--- config.mk ---
export PLATFORM = sky130hd
export DESIGN_NAME = pipeline_hazard_ctrl
export DESIGN_NICKNAME = d
export VERILOG_FILES = /design/src/rtl/pipeline_hazard_ctrl.sv
export SDC_FILE = /design/constraint.sdc
export NUM_CORES = 1
export LEC_CHECK = 0
export BUFFER_PORTS_ARGS = -buffer_cell sky130_fd_sc_hd__buf_4
export CORE_MARGIN = 2
export CORE_UTILIZATION = 40
export DETAILED_ROUTE_END_ITERATION = 8
export PLACE_DENSITY = 0.64
export REMOVE_ABC_BUFFERS = 1
export SLEW_MARGIN = 5
export SYNTH_ARGS = -nofsm -noshare
export SYNTH_HDL_FRONTEND = slang
export SYNTH_SLANG_ARGS = --single-unit
--- constraint.sdc ---
create_clock -name clk -period 2.2 [get_ports clk]
set_input_delay 0.44 -clock clk [delete_from_list [all_inputs] [get_ports clk]]
set_output_delay 0.44 -clock clk [all_outputs]
set_load 0.02 [all_outputs]
--- src/rtl/pipeline_hazard_ctrl.sv ---
// Hazard/sequencing controller around decode: load-use stall, branch squash,
// multi-cycle EX hold, operand forwarding selects and stall/flush counters.
//
// state | meaning
// RUN   | normal issue, load-use hazards checked
// FLUSH | squashing wrong-path fetches, countdown running
// BUSY  | multi-cycle EX op holding the front end
module pipeline_hazard_ctrl #(
  parameter int FLUSH_CYCLES = 1,
  parameter int CNT_W        = 32
) (
  input  logic             clk,
  input  logic             rst_n,
  input  logic             id_valid_i,
  input  logic [4:0]       id_rs1_addr_i,
  input  logic [4:0]       id_rs2_addr_i,
  input  logic             id_uses_rs1_i,
  input  logic             id_uses_rs2_i,
  input  logic [4:0]       ex_rd_addr_i,
  input  logic             ex_mem_read_i,
  input  logic             ex_reg_write_i,
  input  logic             ex_branch_taken_i,
  input  logic             ex_busy_i,
  input  logic [4:0]       ex_rs1_addr_i,
  input  logic [4:0]       ex_rs2_addr_i,
  input  logic [4:0]       mem_rd_addr_i,
  input  logic             mem_reg_write_i,
  input  logic [4:0]       wb_rd_addr_i,
  input  logic             wb_reg_write_i,
  output logic             pc_stall_o,
  output logic             if_id_stall_o,
  output logic             if_id_flush_o,
  output logic             id_ex_stall_o,
  output logic             id_ex_bubble_o,
  output logic [1:0]       fwd_a_sel_o,
  output logic [1:0]       fwd_b_sel_o,
  output logic [1:0]       state_o,
  output logic [CNT_W-1:0] stall_cycles_o,
  output logic [15:0]      flush_count_o
);

  localparam logic [1:0] ST_RUN   = 2'b00;
  localparam logic [1:0] ST_FLUSH = 2'b01;
  localparam logic [1:0] ST_BUSY  = 2'b10;
  localparam logic [3:0] FLUSH_LOAD = 4'(FLUSH_CYCLES - 1);

  logic [1:0] state, state_nxt;
  logic [3:0] flush_cnt, flush_cnt_nxt;
  logic       flush_evt;
  logic       load_use;
  logic       flush_active;

  function automatic logic [1:0] fwd_sel(input logic [4:0] rs,
                                         input logic mem_we, input logic [4:0] mem_rd,
                                         input logic wb_we, input logic [4:0] wb_rd);
    if (mem_we && mem_rd != 5'd0 && mem_rd == rs)
      return 2'b01;
    else if (wb_we && wb_rd != 5'd0 && wb_rd == rs)
      return 2'b10;
    else
      return 2'b00;
  endfunction

  always_comb begin
    load_use = id_valid_i && ex_mem_read_i && ex_reg_write_i && (ex_rd_addr_i != 5'd0) &&
               ((id_uses_rs1_i && id_rs1_addr_i == ex_rd_addr_i) ||
                (id_uses_rs2_i && id_rs2_addr_i == ex_rd_addr_i));
    // A frozen countdown resumes in the very cycle busy drops
    flush_active = (state == ST_FLUSH) || (state == ST_BUSY && flush_cnt != 4'd0);
  end

  always_ff @(posedge clk or negedge rst_n) begin
    if (!rst_n) begin
      state     <= ST_RUN;
      flush_cnt <= 4'd0;
    end else begin
      state     <= state_nxt;
      flush_cnt <= flush_cnt_nxt;
    end
  end

  always_comb begin
    state_nxt     = state;
    flush_cnt_nxt = flush_cnt;
    flush_evt     = 1'b0;
    if (ex_busy_i) begin
      state_nxt = ST_BUSY;
    end else if (ex_branch_taken_i) begin
      flush_cnt_nxt = FLUSH_LOAD;
      state_nxt     = (FLUSH_CYCLES > 1) ? ST_FLUSH : ST_RUN;
      flush_evt     = 1'b1;
    end else if (flush_active) begin
      flush_cnt_nxt = flush_cnt - 4'd1;
      state_nxt     = (flush_cnt != 4'd1) ? ST_FLUSH : ST_RUN;
    end else begin
      state_nxt = ST_RUN;
    end
  end

  always_comb begin
    pc_stall_o     = 1'b0;
    if_id_stall_o  = 1'b0;
    if_id_flush_o  = 1'b0;
    id_ex_stall_o  = 1'b0;
    id_ex_bubble_o = 1'b0;
    fwd_a_sel_o    = 2'b00;
    fwd_b_sel_o    = 2'b00;
    if (rst_n) begin
      fwd_a_sel_o = fwd_sel(ex_rs1_addr_i, mem_reg_write_i, mem_rd_addr_i,
                            wb_reg_write_i, wb_rd_addr_i);
      fwd_b_sel_o = fwd_sel(ex_rs2_addr_i, mem_reg_write_i, mem_rd_addr_i,
                            wb_reg_write_i, wb_rd_addr_i);
      if (ex_busy_i) begin
        pc_stall_o    = 1'b1;
        if_id_stall_o = 1'b1;
        id_ex_stall_o = 1'b1;
      end else if (ex_branch_taken_i || flush_active) begin
        if_id_flush_o  = 1'b1;
        id_ex_bubble_o = 1'b1;
      end else if (load_use) begin
        pc_stall_o     = 1'b1;
        if_id_stall_o  = 1'b1;
        id_ex_bubble_o = 1'b1;
      end
    end
  end

  assign state_o = state;

  always_ff @(posedge clk or negedge rst_n) begin
    if (!rst_n) begin
      stall_cycles_o <= '0;
      flush_count_o  <= 16'd0;
    end else begin
      if (pc_stall_o)
        stall_cycles_o <= stall_cycles_o + 1'b1;
      if (flush_evt && flush_count_o != 16'hFFFF)
        flush_count_o <= flush_count_o + 16'd1;
    end
  end

endmodule

* After elaboration in Yosys (flattened, before gate mapping)
Index checks and enable logic that the tools add are counted.
** Operators by class
- Add/sub/neg operators :: 3
- Eq/ne operators :: 10
- Mux-type cells :: 26
- Bitwise logic cells :: 1
- Reduce and logical (&&, ||, !) cells :: 23
** Operators with widths (number)
- adder 32 x 1 -> 32 bit (second input constant) :: 1
- equality test 5 bit :: 6
- 2-to-1 mux 1 bit :: 17
- adder 16 x 1 -> 16 bit (second input constant) :: 1
- != test 16 bit (second input constant) :: 1
- nonzero test 5 bit :: 3
- logical AND 1 bit :: 14
- 2-to-1 mux 2 bit :: 7
- 2-to-1 mux 4 bit :: 2
- != test 4 x 1 -> 1 bit (second input constant) :: 1
- nonzero test 4 bit :: 1
- subtractor 4 x 1 -> 4 bit (second input constant) :: 1
- logical OR 1 bit :: 3
- equality test 2 x 1 -> 1 bit (second input constant) :: 1
- equality test 2 bit (second input constant) :: 1
- AND reduction 2 bit :: 1
- nonzero test 2 bit :: 1
- inverter 1 bit :: 1
** Storage, ports and cells
- Flip-flop bits (word level) :: 54
- Word-level logic and storage cells :: 67

* Logic depth before layout (Yosys ltp)
Gate-level depths: netlist (run 1).
- Depth after elaboration :: 8
- Gate-level depth with buffers :: 8
- Mapped depth without buffers :: 7

* Worst setup path before layout (run 1)
OpenSTA, ideal clock, no wires.
- Kind :: input -> output
- Start point :: input mem_rd_addr_i[1]
- End point :: output fwd_a_sel_o[1]
- Arrival time :: 1957 ps
- Setup slack :: -197 ps
- Stages on the path :: 4
- Cell sequence :: or4_1 > o21ai_0 > nor4_1 > nor4_1
** On the way
- Longest elaborated chain between the ends :: 5
** RTL lines
- from (decl) :: line 26 : input logic [4:0] mem_rd_addr_i,
- nonzero test 5 bit :: line 56 : if (mem_we && mem_rd != 5'd0 && mem_rd == rs)
- logical AND 1 bit :: line 56
- logical AND 1 bit * :: line 56
- 2-to-1 mux 2 bit * :: line 56
- 2-to-1 mux 2 bit * :: line 108 : if (rst_n) begin
- to (decl) :: line 35 : output logic [1:0] fwd_a_sel_o,
Every way passes the cells marked *; elsewhere a longest branch is shown, timed or not.

* Worst setup path after layout (run 1)
- Start point :: input ex_rs2_addr_i[3]
- End point :: output fwd_b_sel_o[1]
** On the way
- Longest elaborated chain between the ends :: 5
** RTL lines
- from (decl) :: line 25 : input logic [4:0] ex_rs2_addr_i,
- equality test 5 bit :: line 58 : else if (wb_we && wb_rd != 5'd0 && wb_rd == rs)
- logical AND 1 bit :: line 58
- 2-to-1 mux 2 bit :: line 58
- 2-to-1 mux 2 bit * :: line 56
- 2-to-1 mux 2 bit * :: line 108
- to (decl) :: line 36 : output logic [1:0] fwd_b_sel_o,
Marks and branches as above.

==> impl_results.md, run 1 <==
* Met3 GRT Util at 3.62%
* Max-cap viol count at 0
* Detailed Routing Iterations Pass 1 at 4
* # DRC at 0
* Final Max Slew Viols at 0
* Layout cells sized above 1 at 38.5%
* Wirelength per Cell at 14.0 µm
* WP data arrival at 1.73 ns
* Nature of the critical path startpoint: primary input
* Final antenna diode count at 0
* Cell taking the most area after synthesis: dfrtp_1
* PwrDens at 600 nW/µm²
* TritonCTS clock tree: built
* GR Util All Layers at 17.7%
* Die Ht at 92.1 µm
* Routed via count at 2632
* WL final at 7410 µm
* CP endpoint kind: primary output
* Tmin final at 2.17 ns
* Combinational power share at 29.1%
* Number of global-route vias before repair at 2602
* Clock transition at the registers of the reported paths at 0.09 ns
* GR Util met2 at 29.2%
* WS Path Type: in2out
* Syn. warnings at 0
* Gpl congestion at 0.859
* Root buf cell: clkbuf_8
* Async set or reset register ratio after synthesis at 100%
* Initial DRC count at 80
* Reg area at 1350 µm²
* H-tree levels at 2
* Clock Power Share at 23.5%
* Leading cell types by count after synthesis: dfrtp_1 (54), xor2_1 (44), xnor2_1 (31)
* Peak supply drop at 0.438 mV
* Worst min path class: in2async
* R2R depth at 9
* Post-placement cell count at 515
* Clock latency on the worst-skew pair at 0.30 ns
* Die area at 8480 µm²
* Final period util at 98.7%
* Leak at 0.00210 µW
* Ys flop type: dfrtp_1
* # port buffers at 104
* Final net count at 476
* Busiest grt layer: met2
* Sw Ratio at 32.9%
* Least-Margin Pin Slew at 0.400 ns
* Multi-input gate area at 1820 µm²
* Row count at 32
* Area of the mapped netlist at 3100 µm²
* RSZ-0062 raised after global routing: true
* Yosys reg bits at 54
* Via/cell ratio at 4.98
* # setup viols final at 0
* Post-Syn Area per Cell at 10.2 µm²
* Slew headroom at 73.3%
* Die Width at 92.1 µm
* Area growth, synth to finish at 41.0%
* Congestion Overflow GR at 0
* CTS Buffer Depth at 2
* Clk_skew at 0.00490 ns
* Finished Core Util at 57.5%
* Initial antenna violation count at 0
* Global-route wire length before repair at 12300 µm
* Initial core utilization at 40.8%
* Sequential share of power at 47.4%
* Final Hold Viols at 0
* Sw Pwr at 863 µW
* Post-synthesis instance total at 305
* Filler cells at 679
* CTS Sinks at 54
* Most frequent cell after synthesis: dfrtp_1
* Status: finished, final reports clean
* Largest cells by area after synthesis: dfrtp_1 (44%), xor2_1 (12%), xnor2_1 (8.7%)
* Pin count of the biggest net entering global routing at 67
* Yosys top cell area share at 43.5%
* Hold buffer count at cts at 0
* Internal power at 1760 µW
* CTS buffer count at 5
* Post-DRT Antenna Nets at 0
* Yosys cell types at 36
* Fmax at 0.461 GHz
* Seq/Total Area, Yosys at 43.5%
* Core area at 7610 µm²
* Met1 global-route usage at 23.9%
* CP required at 1.76 ns
* Max FO, Critical Path at 2
* Post-place setup slack at -0.149 ns
* HPWL Detailed at 5380 µm
* Post-synth EDFFs at 0
* Ports at 105
* Setup WS post-layout at 0.0297 ns
* Final std cells w/o fill at 528
-- final cells by class --
| cell class | instances | share of cell area (%) |
|---|---|---|
| multi-input cells | 238 | 41.6 |
| flip-flops and latches | 54 | 30.9 |
| well taps | 102 | 2.92 |
| clock buffers | 7 | 2.20 |
| inverters | 4 | 0.343 |
| repair buffers | 122 | 21.8 |
| clock inverters | 1 | 0.200 |
-- power by group through the flow --
stage	Combinational, µW	Clock [µW]	Sequential, µW
after detailed placement	741	0	1260
after global placement	726	0	1260
after global routing	835	687	1270
after floorplan	241	0	1370
after CTS	751	641	1250
final	763	617	1250
-- through the flow --
stage	hold WS, ns	setup TNS (ns)	area, µm²	power (µW)
detailed placement	0.480	-0.285	4090	2000
floorplan	0.144	-6.31	3060	1610
global placement	0.460	-0.185	4090	1990
finish	0.158	0	4380	2630
CTS	0.165	-0.0330	4260	2640
global route	0.172	-0.0250	4380	2790
-- layout by cell type (no fill, tap or decap), types with 5 or more instances in the layout --
| cell | Yosys | routed |
|---|---|---|
| a21oi_1 | 5 | 5 |
| and2_1 | 7 | 7 |
| and3_1 | 11 | 11 |
| buf_4 | 1 | 116 |
| clkbuf_8 | 0 | 7 |
| dfrtp_1 | 54 | 54 |
| nand2_1 | 25 | 25 |
| nand3_1 | 23 | 23 |
| nand4_1 | 8 | 8 |
| nor2_1 | 10 | 10 |
| nor3_1 | 14 | 14 |
| nor4_2 | 9 | 10 |
| o21ai_0 | 9 | 8 |
| xnor2_1 | 31 | 29 |
| xor2_1 | 44 | 44 |
-- metal layers --
layer  vias up  part of all wire (%)
li1       1295                     -
met1      1267                    44
met2        62                    50
met3         8                   4.7
met4         0                   1.2
met5         -                     0
-- sequential cells by signal, indices dropped and copies added, names as in the netlist --
register	cells
flush_count_o	16
state_o	2
stall_cycles_o	32
flush_cnt	4
-- worst max-delay path, stage by stage --
cell and delay, ns:
buf_4 0.12, xor2_1 0.15, or4_4 0.54, nor4_2 0.29, buf_4 0.18
-- repair_timing --
item	in CTS	in global routing
endpoints found under the setup margin	6	8
gates resized for setup	12	15
hold endpoints to repair	0	0
pin swaps	4	5
setup buffers	1	4
-- cells by family (layout without fill, tap and decap cells) --
logic type      after synthesis  count (layout)  synth area share [%]
simple gates                135             135                  25.6
xor+xnor                     75              75                  21.2
flops                        54              54                  43.5
compound gates               19              19                  4.23
buf+inv                      13             134                  2.06
fa+ha+maj                     5               5                  2.02
mux                           4               4                  1.45
-- final timing paths --
kind                                     from                  to  slack [ns]
setup / recovery             ex_rs2_addr_i[3]      fwd_b_sel_o[1]        0.03
max in group asynchronous               rst_n   stall_cycles_o[9]        1.79
hold / removal                          rst_n  stall_cycles_o[23]        0.16
hold reg to reg            stall_cycles_o[31]  stall_cycles_o[31]        0.49
setup reg to reg                 flush_cnt[0]  stall_cycles_o[22]        0.27
min in group clk                    ex_busy_i          state_o[1]        0.33
No activity file was read; power rests on OpenSTA's default activity.
==> run 2: changes to the inputs <==
--- a/config.mk
+++ b/config.mk
@@ -6,10 +6,11 @@
 export NUM_CORES = 1
 export LEC_CHECK = 0
 export BUFFER_PORTS_ARGS = -buffer_cell sky130_fd_sc_hd__buf_4
+export CORE_ASPECT_RATIO = 2
 export CORE_MARGIN = 2
 export CORE_UTILIZATION = 40
 export DETAILED_ROUTE_END_ITERATION = 8
-export PLACE_DENSITY = 0.64
+export PLACE_DENSITY = 0.72
 export REMOVE_ABC_BUFFERS = 1
 export SLEW_MARGIN = 5
 export SYNTH_ARGS = -nofsm -noshare
==> run 2 against run 1 <==
Global-route usage up 1.3 points. Power increased by 7.3%. Via count is 2.0% higher. Utilization is 0.11 points higher. Wire length is 3.8% higher. Fmax shrank 0.72%. Clock skew decreased by 0.00059 ns. Clock-buffer cell count down 1. Die area rose by 0.50%. Register-to-register slack hardly changed. Critical path depth rose by 1. First-iteration DRC count increased by 16%. Highest routed layer unchanged.
==> impl_results.md, run 2 (same netlist as run 1, synthesis figures left out) <==
* Status: finished, final reports clean
* Number of global-route vias before repair at 2844 (+9.3%)
* # DRC at 0 (unchanged)
* Initial core utilization at 41.1% (+0.34 points)
* WS Path Type: in2out
* Crit-path slowest cell: or4_1
* Max-cap viol count at 0 (unchanged)
* Row count at 45 (+41%)
* DP Area at 4060 µm² (-0.55%)
* Ports at 105 (unchanged)
* Finished Core Util at 57.6% (+0.11 points)
* Filler cells at 697 (+2.7%)
* Least-Margin Pin Slew at 0.379 ns (-0.0207 ns)
* Fmax at 0.457 GHz (-0.72%)
* Die area at 8520 µm² (+0.50%)
* Initial antenna violation count at 0 (unchanged)
* Nature of the critical path startpoint: primary input
* Largest regs: stall_cycles_o x32, flush_count_o x16, flush_cnt x4
* Wirelength per Cell at 14.8 µm (+5.8%)
* CP required at 1.76 ns (about the same)
* WP data arrival at 1.75 ns (+0.02 ns)
* Setup WS post-layout at 0.0140 ns (-0.0157 ns)
* Final net count at 474 (-0.42%)
* Via/cell ratio at 5.18 (+3.9%)
* TritonCTS clock tree: built
* Layout cells sized above 1 at 37.5% (-1.0 points)
* Die Ht at 129 µm (+40%)
* # setup viols final at 0 (unchanged)
* Root buf cell: clkbuf_16
* Core area at 7540 µm² (-0.82%)
* Final Max Slew Viols at 0 (unchanged)
* CTS Buffer Depth at 2 (unchanged)
* Global-route wire length before repair at 12600 µm (+3.0%)
* CP endpoint kind: primary output
* GR Util All Layers at 19.0% (+1.3 points)
* Post-route cell area at 4350 µm² (-0.63%)
* Final hold slack at 0.150 ns (-0.00752 ns)
* Die Width at 66.3 µm (-28%)
* CTS Sinks at 54 (unchanged)
* Worst path bufs/invs at 2 (unchanged)
* Clk_skew at 0.00432 ns (-0.000587 ns)
* RSZ-0062 raised after global routing: true
* CTS buffer count at 5 (unchanged)
* Worst min path class: in2async
* Max FO, Critical Path at 2 (unchanged)
* Clock transition at the registers of the reported paths at 0.07 ns (-0.02 ns)
* Post-DRT Antenna Nets at 0 (unchanged)
* Slowest cell delay on critical path at 0.53 ns (about the same)
* Slew headroom at 74.5% (+1.2 points)
* Routed via count at 2684 (+2.0%)
* Area growth, synth to finish at 40.1%
* Initial DRC count at 93 (+16%)
* Detailed Routing Iterations Pass 1 at 4 (unchanged)
* Final period util at 99.4% (+0.71 points)
* Max FFs per register at 32 (unchanged)
* Pin count of the biggest net entering global routing at 67 (unchanged)
* CP cell instances: buf_4 -> or4_1 -> o21ai_2 -> nor4_4 -> and2_1 -> buf_4
* Final antenna diode count at 0 (unchanged)
* H-tree levels at 2 (unchanged)
* Tmin final at 2.19 ns (+0.0157 ns)
* # port buffers at 104 (unchanged)
* WL final at 7690 µm (+3.8%)
* Final Hold Viols at 0 (unchanged)
* Clock latency on the worst-skew pair at 0.29 ns (about the same)
* CP top delay family: simple AND/OR/NAND/NOR gates
* HPWL Detailed at 5990 µm (+11%)
* Leak at 0.00209 µW (-0.57%)
* Largest Register: stall_cycles_o
* Most frequent CP cell: buf_4
* Congestion Overflow GR at 0 (unchanged)
* Commonest non-fill, non-tap cell in the layout: buf_4
* PwrDens at 648 nW/µm² (+8.0%)
* Peak supply drop at 0.386 mV (-12%)
* Gpl congestion at 0.815 (-5.0%)
* Most frequent cells in the layout: buf_4 (117), dfrtp_1 (54), xor2_1 (44)
* Post-place setup slack at -0.204 ns (-0.0552 ns)
run 2: cell count changes in the layout (fill, tap and decap cells not counted), moves of 2 or more:
cell       before  now
xnor2_1        29   31
clkbuf_16       0    5
buf_6           4    1
clkbuf_8        7    1
xnor2_2         2    0
run 2: final timing paths:
| kind | start | endpoint | slack [ns] | cells past startpoint |
|---|---|---|---|---|
| setup / recovery | mem_rd_addr_i[1] | fwd_a_sel_o[0] | 0.01 | 6 |
| hold / removal | rst_n | stall_cycles_o[1] | 0.15 | 2 |
| setup reg to reg | flush_cnt[0] | stall_cycles_o[28] | 0.27 | 8 |
| hold reg to reg | stall_cycles_o[31] | stall_cycles_o[31] | 0.47 | 1 |
| max in group asynchronous | rst_n | flush_count_o[0] | 1.77 | 2 |
| min in group clk | ex_busy_i | state_o[1] | 0.34 | 1 |
run 2: worst reg2reg max path: stages (launching register included):
cell and delay (ns):
dfrtp_1 0.38, inv_1 0.09, ha_2 0.19, a31oi_4 0.10
nor2_4 0.18, a31oi_4 0.14, buf_4 0.24, nor4_2 0.36
xor2_1 0.18
run 2: layout make-up:
cell class              count  area [µm²]  area share (%)
clock inverters             2        16.3           0.374
well taps                  94         118            2.71
inverters                   4        15.0           0.345
flip-flops and latches     54        1350            31.1
multi-input cells         238        1780            41.0
clock buffers               6         139            3.19
repair buffers            120         925            21.3
run 2: layer usage:
| layer | track usage, % | share of wire, % |
|---|---|---|
| met1 | 19.2 | 35 |
| met2 | 36.1 | 57 |
| met3 | 3.85 | 5.4 |
| met4 | 8.16 | 2.6 |
| met5 | 0 | 0 |
run 2: report_power, final:
group / internal [µW] / switching, µW / leakage [µW]
registers: 1100 / 143 / 0.000729
logic: 361 / 389 / 0.00129
clock network: 458 / 364 / 0.0000735
total: 1920 / 896 / 0.00209
run 2: metrics by stage:
stage	setup TNS [ns]	power, µW	cells
2_1_floorplan	-6.31	1610	296
3_3_place_gp	-0.270	1980	507
3_5_place_dp	-0.445	2000	507
4_1_cts	-0.0882	2840	516
5_1_grt	-0.0679	2970	518
6_report	0	2820	518
run 2: repair_timing:
item | 4_1_cts | 5_1_grt
setup buffers | 1 | 2
pin swaps | 2 | 7
hold buffers | 0 | 0
endpoints found under the setup margin | 6 | 5
gates resized for setup | 5 | 16
